===== config.mk =====
export PLATFORM = sky130hd
export DESIGN_NAME = sdram_arbiter
export DESIGN_NICKNAME = d
export VERILOG_FILES = /design/src/rtl/sdram_pkg.sv /design/src/rtl/sdram_refresh_timer.sv /design/src/rtl/sdram_arbiter.sv
export SDC_FILE = /design/constraint.sdc
export NUM_CORES = 1
export LEC_CHECK = 0
export CAP_MARGIN = 10
export CORE_ASPECT_RATIO = 1.4
export CORE_UTILIZATION = 60
export DETAILED_ROUTE_END_ITERATION = 10
export DONT_BUFFER_PORTS = 1
export HOLD_SLACK_MARGIN = 0.03
export MAX_ROUTING_LAYER = met4
export PLACE_DENSITY = 0.82
export SLEW_MARGIN = 20
export SYNTH_ARGS = -nofsm -noshare
export SYNTH_HDL_FRONTEND = slang
export SYNTH_SLANG_ARGS = --single-unit

===== constraint.sdc =====
create_clock -name clk -period 4.1 [get_ports clk]
set_clock_uncertainty 0.2 [all_clocks]
set_input_delay 0.41 -clock clk [delete_from_list [all_inputs] [get_ports clk]]
set_output_delay 0.41 -clock clk [all_outputs]
set_load 0.02 [all_outputs]

===== src/rtl/sdram_pkg.sv =====
// Shared types and defaults for the SDRAM arbiter and its refresh scheduler.
// Holds the FSM state enum, bus widths and the default timing parameters.
package sdram_pkg;

  localparam int ADDR_W               = 22;
  localparam int DATA_W               = 16;
  localparam int ACCESS_LEN_DEF       = 8;
  localparam int REFRESH_INTERVAL_DEF = 480;
  localparam int REFRESH_GAP_DEF      = 3;

  typedef enum logic [2:0] {
    ST_INIT,
    ST_IDLE,
    ST_ACCESS,
    ST_GAP,
    ST_REFRESH
  } state_t;

  // Fields presented to the controller for one access slot
  typedef struct packed {
    logic              we;
    logic [ADDR_W-1:0] addr;
    logic [1:0]        ds;
    logic [DATA_W-1:0] din;
  } mem_cmd_t;

endpackage


===== src/rtl/sdram_refresh_timer.sv =====
// Periodic refresh scheduler: down-counter plus a saturating count of owed refreshes.
// pending is combinational from registers, so an expiry is visible the same cycle; no backpressure.
module sdram_refresh_timer import sdram_pkg::*; #(
  parameter int REFRESH_INTERVAL = REFRESH_INTERVAL_DEF
) (
  input  logic clk,
  input  logic reset_n,
  input  logic enable,
  input  logic take,
  output logic pending
);

  localparam int CW = $clog2(REFRESH_INTERVAL + 1);
  localparam logic [CW-1:0] RELOAD = CW'(REFRESH_INTERVAL - 1);

  logic [CW-1:0] cnt;
  logic [1:0]    ref_pend;
  logic          expire;

  assign expire  = enable && (cnt == '0);
  assign pending = expire || (ref_pend != 2'd0);

  // While disabled the schedule restarts from scratch: a reinitialised controller owes nothing
  always_ff @(posedge clk or negedge reset_n) begin
    if (!reset_n) begin
      cnt      <= RELOAD;
      ref_pend <= 2'd0;
    end else if (!enable) begin
      cnt      <= RELOAD;
      ref_pend <= 2'd0;
    end else begin
      cnt <= expire ? RELOAD : cnt - 1'b1;
      case ({expire, take})
        2'b10:   if (ref_pend != 2'd3) ref_pend <= ref_pend + 2'd1;
        2'b01:   if (ref_pend != 2'd0) ref_pend <= ref_pend - 2'd1;
        default: ref_pend <= ref_pend;
      endcase
    end
  end

endmodule


===== src/rtl/sdram_arbiter.sv =====
// Two-client round-robin sequencer with refresh priority in front of the SDRAM controller.
// Request seen in IDLE at N: cs high N+1..N+8, ack at N+9; clients wait on level req until ack.
module sdram_arbiter import sdram_pkg::*; #(
  parameter int REFRESH_INTERVAL = REFRESH_INTERVAL_DEF,
  parameter int ACCESS_LEN       = ACCESS_LEN_DEF,
  parameter int REFRESH_GAP      = REFRESH_GAP_DEF
) (
  input  logic              clk,
  input  logic              reset_n,
  input  logic              mem_ready,
  output logic              mem_cs,
  output logic              mem_we,
  output logic              mem_refresh,
  output logic [ADDR_W-1:0] mem_addr,
  output logic [1:0]        mem_ds,
  output logic [DATA_W-1:0] mem_din,
  input  logic [DATA_W-1:0] mem_dout,
  input  logic              c0_req,
  input  logic              c0_we,
  input  logic [ADDR_W-1:0] c0_addr,
  input  logic [1:0]        c0_ds,
  input  logic [DATA_W-1:0] c0_din,
  output logic              c0_ack,
  output logic [DATA_W-1:0] c0_rdata,
  input  logic              c1_req,
  input  logic              c1_we,
  input  logic [ADDR_W-1:0] c1_addr,
  input  logic [1:0]        c1_ds,
  input  logic [DATA_W-1:0] c1_din,
  output logic              c1_ack,
  output logic [DATA_W-1:0] c1_rdata
);

  localparam int SPAN  = (ACCESS_LEN > REFRESH_GAP + 1) ? ACCESS_LEN : REFRESH_GAP + 1;
  localparam int CNT_W = $clog2(SPAN + 1);
  localparam logic [CNT_W-1:0] ACC_LAST = CNT_W'(ACCESS_LEN - 1);
  localparam logic [CNT_W-1:0] REF_LAST = CNT_W'(REFRESH_GAP);

  state_t            state_q, state_d;
  logic [CNT_W-1:0]  cnt_q, cnt_d;
  mem_cmd_t          cmd_q, cmd_d;
  logic              cs_q, cs_d;
  logic              refresh_q, refresh_d;
  logic              grantee_q, grantee_d;
  logic              last_q, last_d;
  logic [1:0]        ack_q, ack_d;
  logic [DATA_W-1:0] rdata0_q, rdata0_d;
  logic [DATA_W-1:0] rdata1_q, rdata1_d;
  logic              take, pending;
  logic              elig0, elig1, pick, arb_ok;
  mem_cmd_t          req_cmd0, req_cmd1;

  assign req_cmd0 = '{we: c0_we, addr: c0_addr, ds: c0_ds, din: c0_din};
  assign req_cmd1 = '{we: c1_we, addr: c1_addr, ds: c1_ds, din: c1_din};

  sdram_refresh_timer #(
    .REFRESH_INTERVAL(REFRESH_INTERVAL)
  ) u_refresh_timer (
    .clk     (clk),
    .reset_n (reset_n),
    .enable  (state_q != ST_INIT),
    .take    (take),
    .pending (pending)
  );

  // The client being acked in GAP sits out, so a held request cannot starve the other one
  always_comb begin
    elig0 = c0_req && !(state_q == ST_GAP && grantee_q == 1'b0);
    elig1 = c1_req && !(state_q == ST_GAP && grantee_q == 1'b1);
    pick  = (elig0 && elig1) ? ~last_q : elig1;
  end

  always_comb begin
    state_d   = state_q;
    cnt_d     = cnt_q;
    cmd_d     = cmd_q;
    cs_d      = cs_q;
    refresh_d = refresh_q;
    grantee_d = grantee_q;
    last_d    = last_q;
    ack_d     = 2'b00;
    rdata0_d  = rdata0_q;
    rdata1_d  = rdata1_q;
    take      = 1'b0;
    arb_ok    = 1'b0;

    case (state_q)
      ST_INIT: begin
        cmd_d     = '0;
        cs_d      = 1'b0;
        refresh_d = 1'b0;
        if (mem_ready) state_d = ST_IDLE;
      end
      ST_IDLE: arb_ok = 1'b1;
      ST_ACCESS: begin
        cnt_d = cnt_q + 1'b1;
        if (cnt_q == ACC_LAST) begin
          if (!cmd_q.we) begin
            if (grantee_q) rdata1_d = mem_dout;
            else           rdata0_d = mem_dout;
          end
          ack_d[grantee_q] = 1'b1;
          cs_d     = 1'b0;
          cmd_d.we = 1'b0;
          state_d  = ST_GAP;
        end
      end
      ST_GAP: begin
        arb_ok  = 1'b1;
        state_d = ST_IDLE;
      end
      ST_REFRESH: begin
        cnt_d = cnt_q + 1'b1;
        if (cnt_q == '0) begin
          take      = 1'b1;
          cs_d      = 1'b0;
          refresh_d = 1'b0;
        end
        if (cnt_q == REF_LAST) state_d = ST_IDLE;
      end
      default: state_d = ST_INIT;
    endcase

    if (arb_ok) begin
      if (pending) begin
        state_d   = ST_REFRESH;
        cnt_d     = '0;
        cs_d      = 1'b1;
        refresh_d = 1'b1;
        cmd_d.we  = 1'b0;
      end else if (elig0 || elig1) begin
        state_d   = ST_ACCESS;
        cnt_d     = '0;
        cs_d      = 1'b1;
        refresh_d = 1'b0;
        cmd_d     = pick ? req_cmd1 : req_cmd0;
        grantee_d = pick;
        last_d    = pick;
      end
    end

    // Losing the controller abandons whatever is in flight, without ack or data
    if (state_q != ST_INIT && !mem_ready) begin
      state_d   = ST_INIT;
      cmd_d     = '0;
      cs_d      = 1'b0;
      refresh_d = 1'b0;
      ack_d     = 2'b00;
      rdata0_d  = rdata0_q;
      rdata1_d  = rdata1_q;
      take      = 1'b0;
    end
  end

  always_ff @(posedge clk or negedge reset_n) begin
    if (!reset_n) begin
      state_q   <= ST_INIT;
      cnt_q     <= '0;
      cmd_q     <= '0;
      cs_q      <= 1'b0;
      refresh_q <= 1'b0;
      grantee_q <= 1'b0;
      last_q    <= 1'b1;
      ack_q     <= 2'b00;
      rdata0_q  <= '0;
      rdata1_q  <= '0;
    end else begin
      state_q   <= state_d;
      cnt_q     <= cnt_d;
      cmd_q     <= cmd_d;
      cs_q      <= cs_d;
      refresh_q <= refresh_d;
      grantee_q <= grantee_d;
      last_q    <= last_d;
      ack_q     <= ack_d;
      rdata0_q  <= rdata0_d;
      rdata1_q  <= rdata1_d;
    end
  end

  assign mem_cs      = cs_q;
  assign mem_we      = cmd_q.we;
  assign mem_refresh = refresh_q;
  assign mem_addr    = cmd_q.addr;
  assign mem_ds      = cmd_q.ds;
  assign mem_din     = cmd_q.din;
  assign c0_ack      = ack_q[0];
  assign c1_ack      = ack_q[1];
  assign c0_rdata    = rdata0_q;
  assign c1_rdata    = rdata1_q;

endmodule


==> results of run 1 <==
sequential cells by signal (all words and copies together) (netlist names), 3 cells and up:
register and count:
u_refresh_timer.cnt 9, mem_din 16, c1_rdata 16, mem_addr 22
state_q 3, c0_rdata 16, cnt_q 4
final timing paths:
| kind | end | cells after the start | start |
|---|---|---|---|
| max | mem_addr[2] | 6 | state_q[0] |
| min | mem_we | 2 | c0_we |
| max reg2reg | mem_addr[2] | 6 | state_q[0] |
| min reg2reg | u_refresh_timer.cnt[0] | 1 | u_refresh_timer.cnt[0] |
| max in group asynchronous | last_q | 2 | reset_n |
| min in group asynchronous | mem_din[3] | 2 | reset_n |
placed cells by master, fill, tap and decap left out, types with 3 or more instances in the layout:
master,Yosys,routed
a22oi_1,41,41
inv_1,12,12
a21oi_1,6,6
dlygate4sd3_1,0,98
ha_1,5,5
a211oi_1,3,3
dfrtp_1,88,88
or3_1,3,3
clkbuf_8,0,9
o22ai_1,4,4
buf_4,3,8
mux2_2,33,33
nor2_1,13,12
xnor2_1,8,8
a311oi_2,4,3
nor3_1,7,7
nand2_1,96,96
mux2i_1,3,3
nand3_1,6,6
o21ai_0,5,5
dfstp_2,9,9
nand2b_1,3,3
a311oi_1,38,38
layout make-up:
class / count / area [sq um]
flip-flops and latches: 97 / 2440
multi-input cells: 308 / 2140
fillers: 465 / 1780
repair buffers: 107 / 1070
clock buffers: 11 / 131
well taps: 100 / 125
clock inverters: 5 / 63.8
inverters: 12 / 45.0
routing by layer:
| layer | part of all wire | vias up | global-route usage |
|---|---|---|---|
| met4 | 0.033 | 0 | 0.185 |
| met5 | 0 | - | - |
| met1 | 0.39 | 2026 | 0.375 |
| met3 | 0.084 | 42 | 0.0810 |
| met2 | 0.50 | 243 | 0.541 |
| li1 | - | 1816 | - |
critical path: stages (launching register included):
cell,delay [ns]
dfrtp_1,0.60
nand3b_1,0.25
a311oi_4,0.92
buf_4,0.41
nand2_1,0.12
a311oi_1,0.34
dlygate4sd3_1,0.62
through the flow:
step / power, uW / instances / util / hold slack [ns]
2_1_floorplan: 2300 / 453 / - / -0.0856
3_3_place_gp: 2440 / 525 / 0.617 / -0.0840
3_5_place_dp: 2480 / 525 / 0.617 / -0.0839
4_1_cts: 3410 / 640 / 0.771 / 0.0735
5_1_grt: 3660 / 640 / 0.771 / 0.0769
6_report: 3480 / 640 / 0.771 / 0.0917
synth_stat cells, types with 2 or more instances:
cell type / instances / area, sq um
a211oi_1: 3 / 22.5
a22oi_1: 41 / 308
buf_4: 3 / 22.5
buf_6: 9 / 101
nor3_1: 7 / 35.0
nand3_1: 6 / 30.0
nand2_1: 96 / 360
or4_1: 2 / 15.0
mux2i_1: 3 / 30.0
nand4_1: 2 / 12.5
nor3b_1: 2 / 15.0
mux2_2: 33 / 372
buf_2: 6 / 30.0
inv_1: 12 / 45.0
ha_1: 5 / 62.6
nand2b_1: 3 / 18.8
and3_1: 2 / 12.5
o22ai_1: 4 / 25.0
a311oi_1: 38 / 333
xnor2_1: 8 / 70.1
nor3_2: 2 / 20.0
nor2_1: 13 / 48.8
xor2_1: 2 / 17.5
a311oi_2: 4 / 60.1
o21ai_0: 5 / 25.0
clkbuf_1: 17 / 63.8
or3_1: 3 / 18.8
dfrtp_1: 88 / 2200
dfstp_2: 9 / 236
a21oi_1: 6 / 30.0
kinds of logic after synthesis:
| logic type | count (synthesis) | share of synthesized area |
|---|---|---|
| compound gates | 108 | 0.182 |
| fa+ha+maj | 5 | 0.0129 |
| flops | 97 | 0.504 |
| buf+inv | 48 | 0.0574 |
| simple gates | 149 | 0.142 |
| mux | 36 | 0.0830 |
| xor+xnor | 10 | 0.0181 |
report_power, final:
group / switching (uW) / total (uW) / leakage (uW) / internal (uW)
clock: 338 / 628 / 0.0000998 / 289
sequential: 482 / 1680 / 0.00128 / 1200
combinational: 604 / 1180 / 0.00131 / 571
==> results.py, run 1 <==
metrics = {
    "critical_path": {
        "start_kind": "register",
        "worstPathArrival_ns": 3.63,
        "cp.required_ns": 4.22,
        "critical_path_class": "reg -> reg",
        "endpoint_kind": "register",
        "r2r_slack_ns": 0.59,
        "crit_fanout": 22,
    },
    "clocking": {
        "numCtsBuffers": 9,
        "cts_buffer_depth": 2,
        "clk_latency_ns": 0.37,
        "clk_pin_slew_worst_paths_ns": 0.11,
        "post-cts-setup-buffers": 0,
        "cts_hold_buf": 99,
        "cts_max_level": 3,
        "cts.sinks": 97,
        "cts-root-buf": "clkbuf_8",
        "cts_tree": "done",
        "cts_resized": 0,
    },
    "synth": {
        "synth.cell_area_sq_um": 4840,
        "yosys_most_used_dff": "dfrtp_1",
        "syn_inst": 453,
        "synthArstFlopShare": 1.00,
        "synth_warnings": 0,
        "synth.avg_cell_area_sq_um": 10.7,
        "synth_edf_count": 0,
        "ys_seq_area_frac": 0.504,
        "yosys.cell_types.count": 49,
        "synth_seq_cells": 97,
        "syn_nets": 561,
    },
    "drt": {
        "dr.pass1.iters": 7,
        "antenna_left": 0,
        "vias_per_cell": 6.45,
        "vias": 4127,
        "drc": 0,
        "wirelength_um": 13200,
        "wl_per_cell_um": 20.6,
        "drt_iter0_drc": 341,
    },
    "timing": {
        "timing.slew.headroom": 0.295,
        "fmax_mhz": 285,
        "final.period_utilization": 0.856,
        "setup_tns_ns": 0,
        "period_needed_ns": 3.51,
        "hold_violations": 0,
        "worstMarginPinSlew_ns": 1.06,
        "setup_slack_ns": 0.592,
        "rsz0062_at_grt": "no",
        "finalMaxSlewViolations": 0,
        "setup_viol": 0,
    },
    "floorplan": {
        "initial_core_util": 0.621,
        "dieArea_sq_um": 8430,
        "core.rowCount": 38,
        "die_h_um": 108,
        "ios": 180,
        "core-area_sq_um": 7800,
        "dieWidth_um": 77.9,
    },
    "finish": {
        "design_area_sq_um": 6010,
        "syn_to_final_growth_pct": 24.3,
        "drive_gt1_frac": 0.144,
        "n_antenna_cell": 0,
        "nNetsFinal": 643,
    },
    "grt": {
        "grt_pass1_vias": 4262,
        "antenna_found_initial": 0,
        "grt_start_max_net_pins": 98,
        "grt-ovfl-total": 0,
        "grt_use_total": 0.332,
        "grt_pass1_wl_um": 20800,
    },
    "run": {
        "drv_cap": 0,
    },
    "placed_design": {
        "gp_congestion": 0.959,
        "place_area_sq_um": 4810,
        "dpl_worst_slack_ns": 1.31,
        "dpl.hpwl_um": 6970,
        "port_buffers": 0,
    },
    "power": {
        "p_leak_uw": 0.00270,
        "p_per_area_nw_per_um2": 579,
        "ir_drop_mv": 0.447,
    },
    "status": {
        "status": "finished, final reports clean",
    },
    "worst_hold_path": {
        "min_path_type": "in -> reg",
    },
}
No activity file was read; power rests on OpenSTA's default activity.
==> run 2, diff against run 1 <==
==> constraint.sdc (replaced) <==
create_clock -name clk -period 3.5 [get_ports clk]
set_clock_uncertainty 0.2 [all_clocks]
set_input_delay 0.35 -clock clk [delete_from_list [all_inputs] [get_ports clk]]
set_output_delay 0.35 -clock clk [all_outputs]
set_load 0.02 [all_outputs]
==> results.py, run 2 (synthesized netlist as in run 1, its figures left out) <==
metrics = {
    "timing": {
        "finalMaxSlewViolations": 0,
        "whs_ns": 0.0497,
        "fmax_mhz": 304,
        "timing.slew.headroom": 0.274,
        "worstMarginPinSlew_ns": 1.09,
        "rsz0062_at_grt": "no",
        "setup_tns_ns": 0,
        "period_needed_ns": 3.29,
        "setup_viol": 0,
        "final.period_utilization": 0.941,
        "hold_violations": 0,
    },
    "worst_hold_path": {
        "min_path_type": "in -> reg",
        "hold_path_depth": 2,
    },
    "grt": {
        "grt_start_max_net_pins": 98,
        "grt_use_total": 0.344,
        "grt-ovfl-total": 0,
        "antenna_found_initial": 0,
        "grt_pass1_vias": 4344,
        "grt_pass1_wl_um": 21400,
    },
    "drt": {
        "drt_iter0_drc": 306,
        "drc": 0,
        "vias": 4173,
        "dr.pass1.iters": 6,
        "wirelength_um": 13600,
        "wl_per_cell_um": 21.2,
        "vias_per_cell": 6.51,
        "antenna_left": 0,
    },
    "finish": {
        "final_cell_mix": "dlygate4sd3_1 (99), nand2_1 (96), dfrtp_1 (88)",
        "fin_util": 0.771,
        "final_cells": 641,
        "nNetsFinal": 644,
        "layout_commonest_cell": "dlygate4sd3_1",
        "drive_gt1_frac": 0.144,
        "largest_reg_flops": 22,
        "syn_to_final_growth_pct": 24.3,
        "n_antenna_cell": 0,
    },
    "run": {
        "drv_cap": 0,
    },
    "clocking": {
        "clk_pin_slew_worst_paths_ns": 0.09,
        "cts_max_level": 3,
        "cts_resized": 0,
        "cts.sinks": 97,
        "clk_latency_ns": 0.37,
        "cts_buffer_depth": 2,
        "numCtsBuffers": 9,
        "cts-root-buf": "clkbuf_8",
        "cts_tree": "done",
    },
    "placed_design": {
        "port_buffers": 0,
        "placed_cells": 525,
        "gp_congestion": 0.852,
        "dpl.hpwl_um": 7040,
    },
    "floorplan": {
        "dieArea_sq_um": 8430,
        "die_h_um": 108,
        "ios": 180,
        "initial_core_util": 0.621,
        "core-area_sq_um": 7800,
        "dieWidth_um": 77.9,
        "core.rowCount": 38,
    },
    "power": {
        "p_leak_uw": 0.00270,
        "ir_drop_mv": 0.502,
        "total_power_uw": 4090,
        "p_per_area_nw_per_um2": 680,
    },
    "critical_path": {
        "crit_fanout": 34,
        "worstReg2RegStart": "state_q[1]",
        "r2r_slack_ns": 0.21,
        "endpoint_kind": "register",
        "reg2reg_depth": 6,
        "critical_path_class": "reg -> reg",
        "startpoint": "state_q[1]",
        "worstPathArrival_ns": 3.41,
        "cp.required_ns": 3.61,
        "rr_endpoint": "mem_addr[4]",
        "endpoint": "mem_addr[4]",
        "start_kind": "register",
    },
    "status": {
        "status": "finished, final reports clean",
    },
}
[run 2: timing repair]
item	in CTS	in global routing
hold endpoints to repair	170	1
setup endpoints to repair	0	0
hold buffers	99	1
buffers inserted	0	0
[run 2: worst min path at each step]
stage | from | endpoint | slack [ns]
global route | c1_we | mem_we | 0.03
finish | c1_we | mem_we | 0.05
global placement | reset_n | c0_rdata[11] | -0.14
floorplan | reset_n | ack_q[0] | -0.15
CTS | c0_we | mem_we | 0.04
detailed placement | reset_n | c1_rdata[11] | -0.14
[run 2: layout make-up]
class | instances | area [sq um]
clock inverter | 5 | 53.8
tap | 100 | 125
inverter | 12 | 45.0
clock buffer | 11 | 131
multi-input combinational | 308 | 2140
timing repair buffer | 108 | 1080
sequential | 97 | 2440
fill | 457 | 1780
[run 2: per-layer routing]
layer,up-vias,track usage,part of all wire
met2,283,0.566,0.51
met5,-,-,0
met3,52,0.0979,0.098
li1,1828,-,-
met1,2010,0.378,0.35
met4,0,0.183,0.041
[run 2: worst max-delay path, stage by stage (launching register included)]
cell,delay [ns]
dfrtp_1,0.61
and4b_1,0.37
a311o_1,0.35
buf_4,0.43
nand2_1,0.18
a311oi_1,0.47
dlygate4sd3_1,0.61
[run 2: stage by stage]
step | instance area [sq um] | worst slack (ns)
global placement | 4810 | 0.822
floorplan | 4840 | 0.923
CTS | 6000 | 0.468
global route | 6010 | 0.116
detailed placement | 4810 | 0.756
finish | 6010 | 0.205
[run 2: where the power goes]
group | leakage (uW) | internal, uW | switching [uW] | total (uW)
Sequential | 0.00128 | 1410 | 567 | 1970
Clock | 0.0000975 | 330 | 384 | 714
Combinational | 0.00132 | 670 | 734 | 1400
